**config.mk**
```make
export PLATFORM = sky130hd
export DESIGN_NAME = core_dbg_responder
export DESIGN_NICKNAME = d
export VERILOG_FILES = /design/src/rtl/core_dbg_responder.sv
export SDC_FILE = /design/constraint.sdc
export NUM_CORES = 1
export LEC_CHECK = 0
export ABC_AREA = 1
export CAP_MARGIN = 15
export CORE_MARGIN = 2
export CORE_UTILIZATION = 30
export DETAILED_ROUTE_END_ITERATION = 10
export PLACE_DENSITY = 0.77
export SYNTH_ARGS = -nofsm -noshare
export SYNTH_HDL_FRONTEND = slang
export SYNTH_SLANG_ARGS = --single-unit
```
**constraint.sdc**
```tcl
create_clock -name clk -period 1.3 [get_ports clk]
set_input_delay 0.195 -clock clk [delete_from_list [all_inputs] [get_ports clk]]
set_output_delay 0.195 -clock clk [all_outputs]
set_load 0.05 [all_outputs]
```
**src/rtl/core_dbg_responder.sv**
```systemverilog
// Core-side debug command executor: halt/resume handshake, register-file and PC access.
// Optional halt/resume acknowledge timeout is enabled by defining DBG_HALT_TIMEOUT_EN.
module core_dbg_responder #(
  parameter int unsigned HALT_TIMEOUT = 1024,
  parameter int unsigned REG_ADDR_W   = 5
) (
  input  logic                  clk,
  input  logic                  rstn_i,
  input  logic [7:0]            cmd_i,
  input  logic [31:0]           addr_i,
  input  logic [31:0]           data_i,
  output logic [31:0]           data_o,
  output logic                  done_o,
  output logic                  halt_req_o,
  input  logic                  halted_i,
  output logic [REG_ADDR_W-1:0] rf_addr_o,
  input  logic [31:0]           rf_rdata_i,
  output logic [31:0]           rf_wdata_o,
  output logic                  rf_we_o,
  input  logic [31:0]           pc_i,
  output logic [31:0]           pc_o,
  output logic                  pc_we_o,
  output logic                  err_o
);

  localparam logic [7:0] CMD_HALT   = 8'h01;
  localparam logic [7:0] CMD_RESUME = 8'h02;
  localparam logic [7:0] CMD_RD_REG = 8'h03;
  localparam logic [7:0] CMD_WR_REG = 8'h04;
  localparam logic [7:0] CMD_RD_PC  = 8'h05;
  localparam logic [7:0] CMD_WR_PC  = 8'h06;

  typedef enum logic [2:0] {
    IDLE,
    HALT_WAIT,
    RES_WAIT,
    RF_RD,
    DONE
  } state_e;

  state_e                  state_q, state_d;
  logic                    halt_req_q, halt_req_d;
  logic [31:0]             data_q, data_d;
  logic                    err_q, err_d;
  logic                    done_q;
  logic [REG_ADDR_W-1:0]   rf_addr_q, rf_addr_d;
  logic                    timeout;

`ifdef DBG_HALT_TIMEOUT_EN
  localparam int CNT_W = $clog2(HALT_TIMEOUT + 1);
  logic [CNT_W-1:0] cnt_q, cnt_d;

  // Counter is zero in every non-wait state, so it starts from zero on entry.
  always_comb begin
    cnt_d = '0;
    if (state_q == HALT_WAIT || state_q == RES_WAIT) begin
      cnt_d = cnt_q + 1'b1;
    end
  end

  assign timeout = (state_q == HALT_WAIT || state_q == RES_WAIT) &&
                   (cnt_q == CNT_W'(HALT_TIMEOUT - 1));

  always_ff @(posedge clk or negedge rstn_i) begin
    if (!rstn_i) begin
      cnt_q <= '0;
    end else begin
      cnt_q <= cnt_d;
    end
  end
`else
  assign timeout = 1'b0;
`endif

  always_comb begin
    state_d    = state_q;
    halt_req_d = halt_req_q;
    data_d     = data_q;
    err_d      = err_q;
    rf_addr_d  = rf_addr_q;
    rf_addr_o  = '0;
    rf_we_o    = 1'b0;
    rf_wdata_o = '0;
    pc_we_o    = 1'b0;
    pc_o       = '0;

    case (state_q)
      IDLE: begin
        case (cmd_i)
          CMD_HALT: begin
            halt_req_d = 1'b1;
            state_d    = HALT_WAIT;
          end
          CMD_RESUME: begin
            halt_req_d = 1'b0;
            state_d    = RES_WAIT;
          end
          CMD_RD_REG, CMD_WR_REG, CMD_RD_PC, CMD_WR_PC: begin
            state_d = DONE;
            // Register/PC access on a running core is refused, flagged and completed.
            if (!halted_i) begin
              data_d = '0;
              err_d  = 1'b1;
            end else if (cmd_i == CMD_RD_REG) begin
              rf_addr_o = addr_i[REG_ADDR_W-1:0];
              rf_addr_d = addr_i[REG_ADDR_W-1:0];
              state_d   = RF_RD;
            end else if (cmd_i == CMD_WR_REG) begin
              rf_addr_o  = addr_i[REG_ADDR_W-1:0];
              rf_we_o    = 1'b1;
              rf_wdata_o = data_i;
            end else if (cmd_i == CMD_RD_PC) begin
              data_d = pc_i;
            end else begin
              pc_we_o = 1'b1;
              pc_o    = data_i;
            end
          end
          default: ;
        endcase
      end
      HALT_WAIT: begin
        if (halted_i) begin
          state_d = DONE;
        end else if (timeout) begin
          state_d = DONE;
          data_d  = '1;
          err_d   = 1'b1;
        end
      end
      RES_WAIT: begin
        if (!halted_i) begin
          state_d = DONE;
        end else if (timeout) begin
          state_d = DONE;
          data_d  = '1;
          err_d   = 1'b1;
        end
      end
      RF_RD: begin
        rf_addr_o = rf_addr_q;
        data_d    = rf_rdata_i;
        state_d   = DONE;
      end
      DONE:    state_d = IDLE;
      default: state_d = IDLE;
    endcase
  end

  always_ff @(posedge clk or negedge rstn_i) begin
    if (!rstn_i) begin
      state_q    <= IDLE;
      halt_req_q <= 1'b0;
      data_q     <= '0;
      err_q      <= 1'b0;
      done_q     <= 1'b0;
      rf_addr_q  <= '0;
    end else begin
      state_q    <= state_d;
      halt_req_q <= halt_req_d;
      data_q     <= data_d;
      err_q      <= err_d;
      done_q     <= (state_d == DONE);
      rf_addr_q  <= rf_addr_d;
    end
  end

  assign data_o     = data_q;
  assign done_o     = done_q;
  assign halt_req_o = halt_req_q;
  assign err_o      = err_q;

  logic unused_ok;
  assign unused_ok = (^addr_i[31:REG_ADDR_W]) ^ (HALT_TIMEOUT == 0);

endmodule

```
* Yosys cells after proc, flatten, opt, wreduce, memory -nomap -nowiden
Index checks and enable logic that the tools add are counted.
** Storage, ports and cells
- Bits in registers :: 43
- Input port bits :: 139
- Output and inout bits :: 106
- Logic and storage cells :: 69
** Operators by class
- Equality and inequality tests :: 14
- Multiplexer cells :: 40
- Bitwise logic cells :: 1
- Reductions and logical operators :: 8
** Operator list (number)
- $mux 32 :: 16
- $pmux 32 s2 :: 1
- $eq 8x3->1 const B :: 3
- $mux 5 :: 4
- $eq 8x2->1 const B :: 2
- $mux 3 :: 4
- $pmux 3 s4 :: 1
- $mux 1 :: 11
- $pmux 5 s2 :: 1
- $ne 3x3->1 const B :: 3
- $pmux 3 s3 :: 1
- $eq 8x1->1 const B :: 1
- $eq 3x2->1 const B :: 2
- $reduce_and 5->1 :: 1
- $reduce_and 4->1 :: 1
- $reduce_bool 2->1 :: 2
- $reduce_or 4->1 :: 1
- $eq 3x1->1 const B :: 1
- $eq 3x3->1 const B :: 1
- $logic_not 3->1 :: 1
- $reduce_and 3->1 :: 1
- $ne 2x1->1 const B :: 1
- $pmux 1 s2 :: 1
- $reduce_and 2->1 :: 1
- $not 1->1 :: 1

* Depth between registers and ports, before layout
- Word-level depth :: 7
- Depth in mapped cells :: 11
- Depth with buffers taken out :: 10

* Worst setup path before layout
OpenSTA, ideal clock, no wires.
- Path kind :: register to output
- Start point :: reg state_q[2]
- End point :: out rf_addr_o[0]
- Data arrival time :: 1.732 ns
- Required time :: 1.105 ns
- Path slack :: -0.627 ns
- Cell stages (with the launch flop) :: 6
- Buffers on the path :: 2
- Cell sequence :: dfrtp_1 > inv_2 > nand3_2 > buf_2 > buf_2 > o22ai_1
** On the way
- Word-level cells in the longest chain between the ends :: 2
- Elaborated cells on any way between the ends :: 3
- Classes of those cells :: eq/ne (1); mux (1); reduce/logical (1)
** Ends and longest elaborated chain
- start, declared :: line 41 : state_e state_q, state_d;
- start signal, assigned :: line 159 : state_q <= state_d;
- $eq 3x2->1 or $logic_not 3->1 (tied branches) :: line 87 : case (state_q)
- $pmux 5 s2 (*) :: line 87
- end, declared :: line 16 : output logic [REG_ADDR_W-1:0] rf_addr_o,
Every way passes the cells marked *; elsewhere a longest branch is shown, timed or not.

* Final worst setup path
- Start point :: reg state_q[2]
- End point :: out rf_wdata_o[11]
** On the way
- Word-level cells in the longest chain between the ends :: 2
** Ends and longest elaborated chain
- $logic_not 3->1 :: line 87
- $mux 32 :: line 87
- end, declared :: line 18 : output logic [31:0] rf_wdata_o,
Every way passes these cells.

==> qor.yml <==
place:
  port_buffers: 217
  place_ws_ns: -0.800
  place_hpwl_microns: 10600
  place_congestion: 0.853
sta:
  hold_viol_final: 0
  fin_ws_ns: -0.644
  fin_crit_sh: 1.50
  rsz0062_at_grt: "yes"
  slew-limit-headroom: 0.780
  holdWs_ns: 0.291
  worst_pin_slew_ns: 0.331
  fin_skew_ns: 0.00381
  min_period_ns: 1.94
  timing.fmax_mhz: 514
  slew_viol_final: 0
  finalSetupViolations: 113
worst_setup_path:
  cp-start-kind: "flip-flop"
  end_kind: "output pin"
  crit_required_ns: 1.11
  r2r_end: "data_o[9]$_DFFE_PN0P_"
  cp_data_arrival_time_ns: 1.75
  critPathKind: "reg2out"
  r2r_slack_ns: -0.38
  cp_max_fo: 5
  crit_start: "state_q[2]$_DFF_PN0_"
  worstSetupEndpoint: "rf_wdata_o[11]"
  ff2ff_path_depth: 10
  reg2reg_from: "state_q[2]$_DFF_PN0_"
global_routing:
  antenna_found_initial: 1
  grt_pass1_wl_microns: 26200
  grt_pass1_vias: 4780
  grt-ovfl-total: 0
  grtUsageTotal: 0.304
  grt_max_degree: 44
detailed_routing:
  drc_errors: 0
  post_drt_wl_per_cell_microns: 20.2
  vias: 4255
  ant_nets: 0
  drt_first_pass_iters: 4
  drt_iter0_drc: 205
  vias_per_cell: 4.99
  routed_wl_microns: 17300
outcome:
  violations: "setup timing"
  outcome: "finished, violations left"
synth:
  syn_nets: 585
  ys_ff_latch: 43
  netlist_instances: 446
  synth_warnings: 0
  ys_seq_area_frac: 0.349
  ys_types: 27
  postSynthAreaPerCell_sq_um: 6.91
  synthesis.area_sq_um: 3080
floorplanning:
  die_h_microns: 105
  die_w_microns: 105
  start_util: 0.312
  core_sq_um: 9860
  dieArea_sq_um: 11100
  rows: 36
  boundaryPins: 245
min_path:
  min-delay-path-class: "in2reg"
clocking:
  cts_sinks: 43
  cts_tree: "yes"
  cts_max_level: 2
  clkTransAtPathRegs_ns: 0.09
  numCtsBuffers: 5
  clk_latency_ns: 0.29
  cts_root_buf: "clkbuf_8"
  clockBufferDepth: 2
flow_run:
  maxCapViolations: 0
power_and_ir_drop:
  peakVddDrop_v: 0.000780
  power_density_nw_per_um2: 706
  p_leak_nw: 3.63
final_layout:
  final_net_count: 857
  mostFrequentLayoutCells: "buf_12, clkdlybuf4s50_1, nor2_4"
  layout_commonest_cell: "buf_12"
  drive_gt1_frac: 0.577
  area_growth_pct: 179
  finish.utilization: 0.873
-- synth_stat cells (all sizes together) --
library cell  number  area share
nor2             110        0.13
nor3               3      0.0065
clkbuf             6      0.0073
o211ai             1      0.0024
nand3             40       0.074
nand4              1      0.0020
nand2            120        0.22
inv               51       0.062
o21ai              1      0.0016
buf               21       0.054
o21bai             1      0.0024
o22ai              5       0.010
and2               1      0.0020
a31oi              1      0.0020
a21oi             41       0.067
dfrtp             43        0.35
-- area by class of cell --
| class | instances | area [sq um] |
|---|---|---|
| Inverter | 51 | 204 |
| Fill cell | 437 | 1260 |
| Multi-Input combinational cell | 325 | 2810 |
| Clock buffer | 6 | 72.6 |
| Timing Repair Buffer | 292 | 4270 |
| Tap cell | 133 | 166 |
| Sequential cell | 43 | 1080 |
| Antenna cell | 1 | 2.50 |
| Clock inverter | 2 | 12.5 |
-- flip-flops by register name (all words and copies together) (netlist names) --
name / cells
data_o: 32
done_o: 1
err_o: 1
halt_req_o: 1
rf_addr_q: 5
state_q: 3
-- critical path, cell delays in order, from the launching register on --
cell	delay (ns)
dfrtp_1	0.41
inv_2	0.08
nand3_4	0.10
nor3_4	0.16
nand3_4	0.13
buf_6	0.16
buf_12	0.14
nor2_4	0.11
buf_12	0.15
-- per-layer routing --
layer / vias up / share of wire / routed length (microns) / track usage
li1: 1928 / - / - / -
met1: 2066 / 0.32 / 5520 / 0.296
met2: 214 / 0.58 / 9970 / 0.612
met3: 47 / 0.065 / 1120 / 0.0643
met4: 0 / 0.037 / 639 / 0.117
met5: - / 0 / 0 / 0
-- stage by stage --
stage          setup TNS, ns  area, sq um  power, W  cells
6_report              -50.62         8610   0.00608    853
5_1_grt               -58.13         8610   0.00629    853
4_1_cts               -51.79         8480   0.00590    853
3_5_place_dp          -76.99         7330   0.00489    807
3_3_place_gp          -72.53         7330   0.00483    807
2_1_floorplan         -16.55         3770   0.00320    446
-- kinds of logic after synthesis --
group,count (synthesis),share of synthesized area
AND/OR/NAND/NOR,275,0.442
buffers and inverters,78,0.123
AO/OA/AOI/OAI,50,0.0853
flip-flops,43,0.349
-- worst min-delay path by stage --
| stage | startpoint | endpoint | cells after the start |
|---|---|---|---|
| 3_5_place_dp | rstn_i | data_o[14]$_DFFE_PN0P_ | 2 |
| 3_3_place_gp | rstn_i | data_o[15]$_DFFE_PN0P_ | 2 |
| 5_1_grt | cmd_i[0] | halt_req_o$_DFFE_PN0P_ | 3 |
| 4_1_cts | cmd_i[0] | halt_req_o$_DFFE_PN0P_ | 3 |
| 6_report | cmd_i[0] | halt_req_o$_DFFE_PN0P_ | 3 |
| 2_1_floorplan | rstn_i | data_o[0]$_DFFE_PN0P_ | 0 |
-- timing repair --
| item | CTS | global route |
|---|---|---|
| hold endpoints to repair | 43 | 0 |
| buffers inserted | 26 | 7 |
| gates cloned | 15 | 0 |
| resized for setup | 141 | 65 |
| setup endpoints to repair | 112 | 114 |
| hold buffers | 1 | 0 |
| pin swaps | 44 | 30 |
-- power breakdown --
group          leakage, nW  total [W]  internal, W  switching, W
Sequential           0.517    0.00198      0.00157      0.000403
Clock               0.0412   0.000869     0.000377      0.000492
Combinational         3.07    0.00324      0.00159       0.00164
Total                 3.63    0.00608      0.00355       0.00254
(Power assumes the default switching activity.)
==> edit: new RTL, config.mk and constraints unchanged <==
The option `DBG_HALT_TIMEOUT_EN` is turned on by a define.
--- a/src/rtl/core_dbg_responder.sv
+++ b/src/rtl/core_dbg_responder.sv
@@ -1,5 +1,7 @@
 // Core-side debug command executor: halt/resume handshake, register-file and PC access.
 // Optional halt/resume acknowledge timeout is enabled by defining DBG_HALT_TIMEOUT_EN.
+`define DBG_HALT_TIMEOUT_EN
+
 module core_dbg_responder #(
   parameter int unsigned HALT_TIMEOUT = 1024,
   parameter int unsigned REG_ADDR_W   = 5
Formal check against the unedited RTL: same outputs for any inputs over 4 cycles, from zero or initial values and one cycle with rstn_i low; that may be too few to reach the edited logic, so the function may still have changed.
==> edit against the unedited design <==
The flow still finishes with violations (setup timing). Non-clock buffer count increased by 28. Cell count increased by 16%. Cell area increased by 7.0%. Combinational power decreased by 24%. Sequential cell count increased by 11. Synthesized area increased by 13%. Routed wire length increased by 5.5%. Global-route usage decreased by 4.0 points. Critical path depth decreased by 1. Total power decreased by 0.16%. Setup slack got worse by 76 ps. Critical path type unchanged.
==> edit: results <==
[grt]
grt_util_met1_pct = 28.58
grt_first_pass_wirelength_um = 26360
grt_max_degree = 55
use_met2_pct = 52.28
use_met3_pct = 5.117
antenna_found_initial = 0
track_usage_pct = 26.44

[worst_setup_path]
r2r_cells = 11
r2r-start = state_q[0]
rrSetupSlack_ps = -550
path_max_fanout = 7
reg2reg_to = data_o[18]
cp_data_arrival_time_ps = 1830

[placed_design]
place_area_mm2 = 0.007835
place_inst = 933
hpwl_um = 11560
place_congestion = 0.9010

[timing]
setup_slack_ps = -720.8
skew_ps = 6.454
worst_hold_slack_ps = 413.6
finalSetupViolations = 124
setup-tns-final_ps = -66190
slew_headroom_pct = 75.78

[drt]
met3_length_um = 1243
drt-total-wl_um = 18200
firstDrtPassIters = 5
met1_length_um = 6347
vias = 4993
drt_iter0_markers = 264
wl_per_cell_um = 18.32

[final_layout]
final_nets = 989
drive_gt1_share_pct = 45.18
fillers = 625

[power_and_ir_drop]
ir_worst_vdd_v = 0.0005618
leakage_nw = 4.341

[worst_hold_path]
worstHoldPathType = in -> async

[logic_synthesis]
yosysSeqAreaShare_pct = 38.72
avgSynthCellArea_um2 = 6.322
synth_cell_type_count = 19
synth_nets = 692
ys_top_cells_by_count = 165 x nand2_1, 90 x nor2_1, 85 x inv_1

[clocking]
ctsRootBufferMaster = clkbuf_16
clkTransAtPathRegs_ps = 70

[outcome]
violations = setup timing
outcome = complete, but fails checks
edit: power by group:
group | total (mW) | leakage (nW) | switching, mW | internal (mW)
sequential | 2.11 | 0.731 | 0.248 | 1.86
combinational | 2.45 | 3.53 | 1.23 | 1.22
clock | 1.52 | 0.0771 | 0.608 | 0.910
total | 6.07 | 4.34 | 2.09 | 3.99
edit: repair_timing:
item,in CTS,in global routing
pin swaps,16,45
setup endpoints to repair,125,125
cloned,11,4
hold endpoints to repair,54,0
hold buffers,1,0
gates resized for setup,90,118
setup buffers,27,22
edit: kinds of logic (layout without fill, tap and decap cells):
logic type	after synthesis	in the layout	share of synthesized area [%]
flip-flops	54	54	38.72
AND/OR/NAND/NOR	327	327	39.73
buffers and inverters	116	414	13.37
adder cells (fa/ha/maj)	1	1	0.3585
AO/OA/AOI/OAI	54	54	7.816
edit: worst max path at each step:
stage / start / slack (ps) / endpoint
final: state_q[0] / -720 / pc_o[23]
after global routing: state_q[0] / -780 / pc_o[23]
after CTS: state_q[2] / -650 / rf_wdata_o[19]
after detailed placement: cmd_i[5] / -750 / data_o[23]
after global placement: cmd_i[2] / -660 / rf_wdata_o[12]
after floorplan: state_q[1] / -520 / rf_wdata_o[0]
edit: worst max-delay path, cell delays in order, from the launching register on:
cell	delay (ps)
dfrtp_1	410
nor3_4	240
nand2_2	120
inv_4	100
nand3_4	160
clkbuf_16	240
nor2_4	120
buf_12	140
edit: area by class of cell:
cell class,count,area (µm²),share of cell area (%)
clock buffer,6,128.9,1.399
timing repair buffer,320,4493,48.78
inverter,86,350.3,3.804
tap,143,178.9,1.943
sequential,54,1351,14.67
multi-input combinational,382,2670,28.99
clock inverter,2,37.54,0.4076
